==> src/rtl/tanh_series_ctrl.sv <==
// -----------------------------------------------------------------------------
// tanh_series_ctrl
//
// Purpose:
//   Control-only sequencer for the tanh(x) series datapath. On a start request
//   it loads x, squares it, then walks the coefficient ROM address through
//   NTERMS terms. Each term takes two cycles:
//     - MUL:  term <= term * x2 * rom_data
//     - ACC:  acc  <= acc -/+ term
//   The accumulate direction alternates, starting with subtract for term 0.
//   The block finishes with a one-cycle done pulse. It holds no data; the ROM
//   and arithmetic live in the datapath.
//
// Optional build macro:
//   TANH_CTRL_EARLY_EXIT_EN
//     When defined, a big_x flag seen in LOAD makes the block skip straight to
//     DONE with sat_sel=1. When undefined, big_x is ignored and sat_sel stays 0.
//
// Parameters:
//   NTERMS : series terms after the linear term, legal range 1..8.
//   AW     : ROM address width, with 2**AW >= NTERMS.
//
// Ports:
//   clk      in   system clock, rising edge
//   rst_n    in   asynchronous active-low reset
//   start    in   evaluation request, sampled only in IDLE
//   big_x    in   |x| above saturation threshold (early-exit build only)
//   busy     out  high in every state except IDLE
//   done     out  one-cycle completion pulse
//   ld_x     out  datapath load x / term / acc
//   sq_en    out  datapath x2 <= x*x
//   mul_en   out  datapath term <= term*x2*rom_data
//   acc_en   out  datapath acc <= acc +/- term
//   acc_sub  out  1 = subtract term (valid with acc_en)
//   sat_sel  out  select saturated +/-1 output (valid with done)
//   rom_addr out  coefficient ROM address (cnt in MUL/ACC, else 0)
// -----------------------------------------------------------------------------
module tanh_series_ctrl #(
  parameter int NTERMS = 8,
  parameter int AW     = 3
) (
  input  logic          clk,
  input  logic          rst_n,
  input  logic          start,
  input  logic          big_x,
  output logic          busy,
  output logic          done,
  output logic          ld_x,
  output logic          sq_en,
  output logic          mul_en,
  output logic          acc_en,
  output logic          acc_sub,
  output logic          sat_sel,
  output logic [AW-1:0] rom_addr
);

  typedef enum logic [2:0] {
    S_IDLE = 3'd0,
    S_LOAD = 3'd1,
    S_SQ   = 3'd2,
    S_MUL  = 3'd3,
    S_ACC  = 3'd4,
    S_DONE = 3'd5
  } state_t;

`ifdef TANH_CTRL_EARLY_EXIT_EN
  localparam bit EARLY_EXIT = 1'b1;
`else
  localparam bit EARLY_EXIT = 1'b0;
`endif

  localparam logic [AW-1:0] LAST_TERM = AW'(NTERMS - 1);

  state_t        r_state;
  logic [AW-1:0] r_cnt;
  logic          r_sat_flag;

  // In the default build this is constant 0, so the saturation path folds away.
  logic w_early_exit;
  assign w_early_exit = EARLY_EXIT & big_x;

  always_ff @(posedge clk or negedge rst_n) begin
    if (!rst_n) begin
      r_state    <= S_IDLE;
      r_cnt      <= '0;
      r_sat_flag <= 1'b0;
    end else begin
      case (r_state)
        S_IDLE: begin
          r_cnt      <= '0;
          r_sat_flag <= 1'b0;
          if (start) begin
            r_state <= S_LOAD;
          end
        end
        S_LOAD: begin
          if (w_early_exit) begin
            r_sat_flag <= 1'b1;
            r_state    <= S_DONE;
          end else begin
            r_state <= S_SQ;
          end
        end
        S_SQ: begin
          r_state <= S_MUL;
        end
        S_MUL: begin
          r_state <= S_ACC;
        end
        S_ACC: begin
          // The counter stops at the last term; it is cleared again only in IDLE.
          if (r_cnt == LAST_TERM) begin
            r_state <= S_DONE;
          end else begin
            r_cnt   <= r_cnt + 1'b1;
            r_state <= S_MUL;
          end
        end
        S_DONE: begin
          // A start seen here is dropped; it must still be high in IDLE.
          r_state <= S_IDLE;
        end
        default: begin
          r_state <= S_IDLE;
        end
      endcase
    end
  end

  // Moore decode from the registered state. Reset forces the state to IDLE
  // asynchronously, so every output drops without waiting for a clock edge.
  always_comb begin
    busy     = 1'b0;
    done     = 1'b0;
    ld_x     = 1'b0;
    sq_en    = 1'b0;
    mul_en   = 1'b0;
    acc_en   = 1'b0;
    acc_sub  = 1'b0;
    sat_sel  = 1'b0;
    rom_addr = '0;
    case (r_state)
      S_IDLE: begin
        busy = 1'b0;
      end
      S_LOAD: begin
        busy = 1'b1;
        ld_x = 1'b1;
      end
      S_SQ: begin
        busy  = 1'b1;
        sq_en = 1'b1;
      end
      S_MUL: begin
        busy     = 1'b1;
        mul_en   = 1'b1;
        rom_addr = r_cnt;
      end
      S_ACC: begin
        busy     = 1'b1;
        acc_en   = 1'b1;
        rom_addr = r_cnt;
        // Even terms subtract and odd terms add: x - x^3/3 + 2x^5/15 - ...
        acc_sub  = ~r_cnt[0];
      end
      S_DONE: begin
        busy    = 1'b1;
        done    = 1'b1;
        sat_sel = r_sat_flag;
      end
      default: begin
        busy = 1'b0;
      end
    endcase
  end

endmodule
==> config.mk <==
export PLATFORM = sky130hd
export DESIGN_NAME = tanh_series_ctrl
export DESIGN_NICKNAME = d
export VERILOG_FILES = /design/src/rtl/tanh_series_ctrl.sv
export SDC_FILE = /design/constraint.sdc
export NUM_CORES = 1
export LEC_CHECK = 0
export ABC_AREA = 1
export BUFFER_PORTS_ARGS = -buffer_cell sky130_fd_sc_hd__buf_2
export CAP_MARGIN = 30
export CORE_UTILIZATION = 25
export DETAILED_ROUTE_END_ITERATION = 16
export GPL_ROUTABILITY_DRIVEN = 0
export PLACE_DENSITY = 0.43
export SETUP_SLACK_MARGIN = 0.02
export SLEW_MARGIN = 10
export SYNTH_ARGS = -nofsm -noshare
export SYNTH_HDL_FRONTEND = slang
export SYNTH_SLANG_ARGS = --single-unit
==> constraint.sdc <==
create_clock -name clk -period 1.4 [get_ports clk]
set_input_delay 0.07 -clock clk [delete_from_list [all_inputs] [get_ports clk]]
set_output_delay 0.07 -clock clk [all_outputs]
set_load 0.02 [all_outputs]
==> run summary <==
Core Area -> 1540 um2
GRT Total Usage -> 0.0982
Worst Skew -> 0.000860 ns
Fin util -> 0.344
Cell taking the most area after synthesis -> dfrtp_1
Max-cap violation count -> 0
Worst Path Required -> 1.33 ns
Worst hold path type -> in2reg
Avg Cell Area, Syn -> 7.25 um2
Via count -> 375
Cell-internal power -> 0.000594 W
Critical path class -> reg2out
Seq/Total Area, Yosys -> 0.357
Switching Fraction -> 0.493
Inserted Diodes -> 0
Leak pwr -> 0.334 nW
Combinational share of power -> 0.575
Pre-Repair DR Iteration Count -> 4
Final period util -> 0.916
Hold depth -> 5
RSZ-0062 raised after global routing -> false
Synth Net Count -> 64
Count of mapped cells out of synthesis -> 58
Fmax -> 0.780 GHz
Worst EP arrival -> 1.21 ns
CTS tree -> done
Final ANT Viol Nets -> 0
Reg2reg end -> r_cnt[2]
Io pins -> 15
Root Driver -> clkbuf_4
Total grt overflow -> 0
Layout Cells excl Fill -> 90
Layout Nets -> 82
Post-route DRC -> 0
Final Hold Vio Count -> 0
Chip Width -> 43.0 um
Setup TNS Final -> 0 ns
Final Max Tran Viols -> 0
Worst R2R Start -> r_cnt[0]
Placed cells -> 84
Initial core utilization -> 0.273
Cell Area, Synth -> 420 um2
First-pass GRT wire length -> 1280 um
CTS Buffer Depth -> 2
Flops & latches, synth -> 6
Layout cells sized above 1 -> 0.338
Hold Startpoint -> start
Final setup viols -> 0
Iteration-0 DRC Markers -> 3
Layout fillers -> 180
Seq pwr share -> 0.298
Die Ht -> 43.0 um
Wire per inst -> 9.01 um
Pin count of the biggest net entering global routing -> 9
Reg2reg path depth -> 5
Largest cells by area after synthesis -> dfrtp_1, nand2_1, inv_1
IO buf count -> 12
Worst IR Drop VDD -> 0.000733 V
Clock share of power -> 0.127
Worst setup EP type -> primary output
Total design power -> 0.00117 W
DR vias/cell -> 4.17
Initial antenna violation count -> 0
Num rows -> 14
YS warnings -> 0
Place WS -> 0.201 ns
Clk sinks -> 6
Layout Area Growth over Synthesis -> 26.2%
Pwr Density -> 2210 nW/um2
Die footprint -> 1850 um2
Final HPWL DP -> 671 um
Synth top area share -> 0.357
CP Launch Type -> flip-flop
Setup ws final -> 0.118 ns
Vias in the first global route -> 307
Clock-pin slew on the worst setup and hold paths -> 0.04 ns
H-tree levels -> 1
Number of buffers created by CTS -> 3
Final WL -> 811 um
Critical path peak fanout -> 8
Status -> finished clean
Worst hold path endpoint -> r_state[0]
Yosys cell types -> 18
Reg2Reg Setup Slack -> 0.20 ns
Clock Latency Late Sink -> 0.23 ns
Minimum clock period -> 1.28 ns
Psw -> 0.000578 W
## cell usage in the layout (no fill, tap or decap), drive strengths merged
master       instances
a21oi                1
buf                 15
clkbuf               3
conb                 1
dfrtp                6
dlygate4sd3          1
ha                   2
inv                 12
nand2               15
nand3                5
nand4                3
nor2                 7
o211ai               1
o21ai                2
## final cells by class
| cell class | count | area, um2 | area share |
|---|---|---|---|
| Timing Repair Buffer | 16 | 92.6 | 0.175 |
| Clock buffer | 3 | 22.5 | 0.0425 |
| Inverter | 12 | 45.0 | 0.0849 |
| Multi-Input combinational cell | 37 | 199 | 0.375 |
| Sequential cell | 6 | 151 | 0.285 |
| Tap cell | 16 | 20.0 | 0.0377 |
## per-layer routing
layer  up-vias  global-route usage  part of all wire
li1        208                   -                 -
met1       157               0.124              0.49
met2         8               0.133              0.46
met3         2              0.0128             0.037
met4         0               0.109             0.011
met5         -                   0                 0
## power by group through the flow
stage,sequential [W],clock (W),combinational (W)
floorplan,0.000288,0,0.000556
global placement,0.000349,0,0.000632
detailed placement,0.000346,0,0.000635
CTS,0.000343,0.000159,0.000640
global route,0.000362,0.000164,0.000754
finish,0.000349,0.000149,0.000674
## registers in the layout, indices dropped and copies added (netlist names)
register	flops
r_cnt	3
r_state	3
## kinds of logic (layout without fill, tap and decap cells)
logic type	Yosys count	in the layout	share of synthesized area
simple gates	30	30	0.342
flops	6	6	0.357
compound gates	4	4	0.0625
other cells	1	1	0.00892
fa+ha+maj	2	2	0.0595
buf+inv	15	31	0.170
## cell usage after synthesis
library cell / number
nor2_1: 6
nand2_2: 1
o21ai_2: 1
nand2_1: 13
dfrtp_1: 6
buf_4: 2
inv_1: 10
o21ai_1: 1
inv_2: 2
nor2_4: 1
nand2_4: 1
nand3_1: 5
ha_1: 2
buf_6: 1
nand4_1: 3
a21oi_1: 1
conb_1: 1
o211ai_1: 1
## per-stage QoR
step	hold slack, ns	area, um2
after floorplan	-0.226	420
after global placement	-0.104	482
after detailed placement	-0.105	482
after CTS	0.125	514
after global routing	0.153	531
final	0.128	531
## critical path, cell delays in order (launching register included)
cell and delay, ns:
dfrtp_2 0.46, nor2_4 0.18, nand2_4 0.08, nor2_1 0.09
buf_2 0.17
## timing repair
| item | 4_1_cts | 5_1_grt |
|---|---|---|
| hold endpoints to repair | 6 | 0 |
| hold buffers | 1 | 0 |
| endpoints found under the setup margin | 2 | 5 |
| gates resized for setup | 0 | 1 |
| gates cloned | 0 | 0 |
| buffers inserted | 0 | 2 |
| pin swaps | 1 | 1 |
## how the worst max path moves through the flow
stage                  end  slack, ns        from
2_1_floorplan     r_cnt[0]       0.29    r_cnt[0]
3_3_place_gp    r_state[1]       0.18    r_cnt[0]
3_5_place_dp      r_cnt[2]       0.20    r_cnt[0]
4_1_cts            acc_sub       0.02  r_state[1]
5_1_grt        rom_addr[1]       0.03  r_state[1]
6_report           acc_sub       0.12  r_state[0]
(Power assumes the default switching activity.)
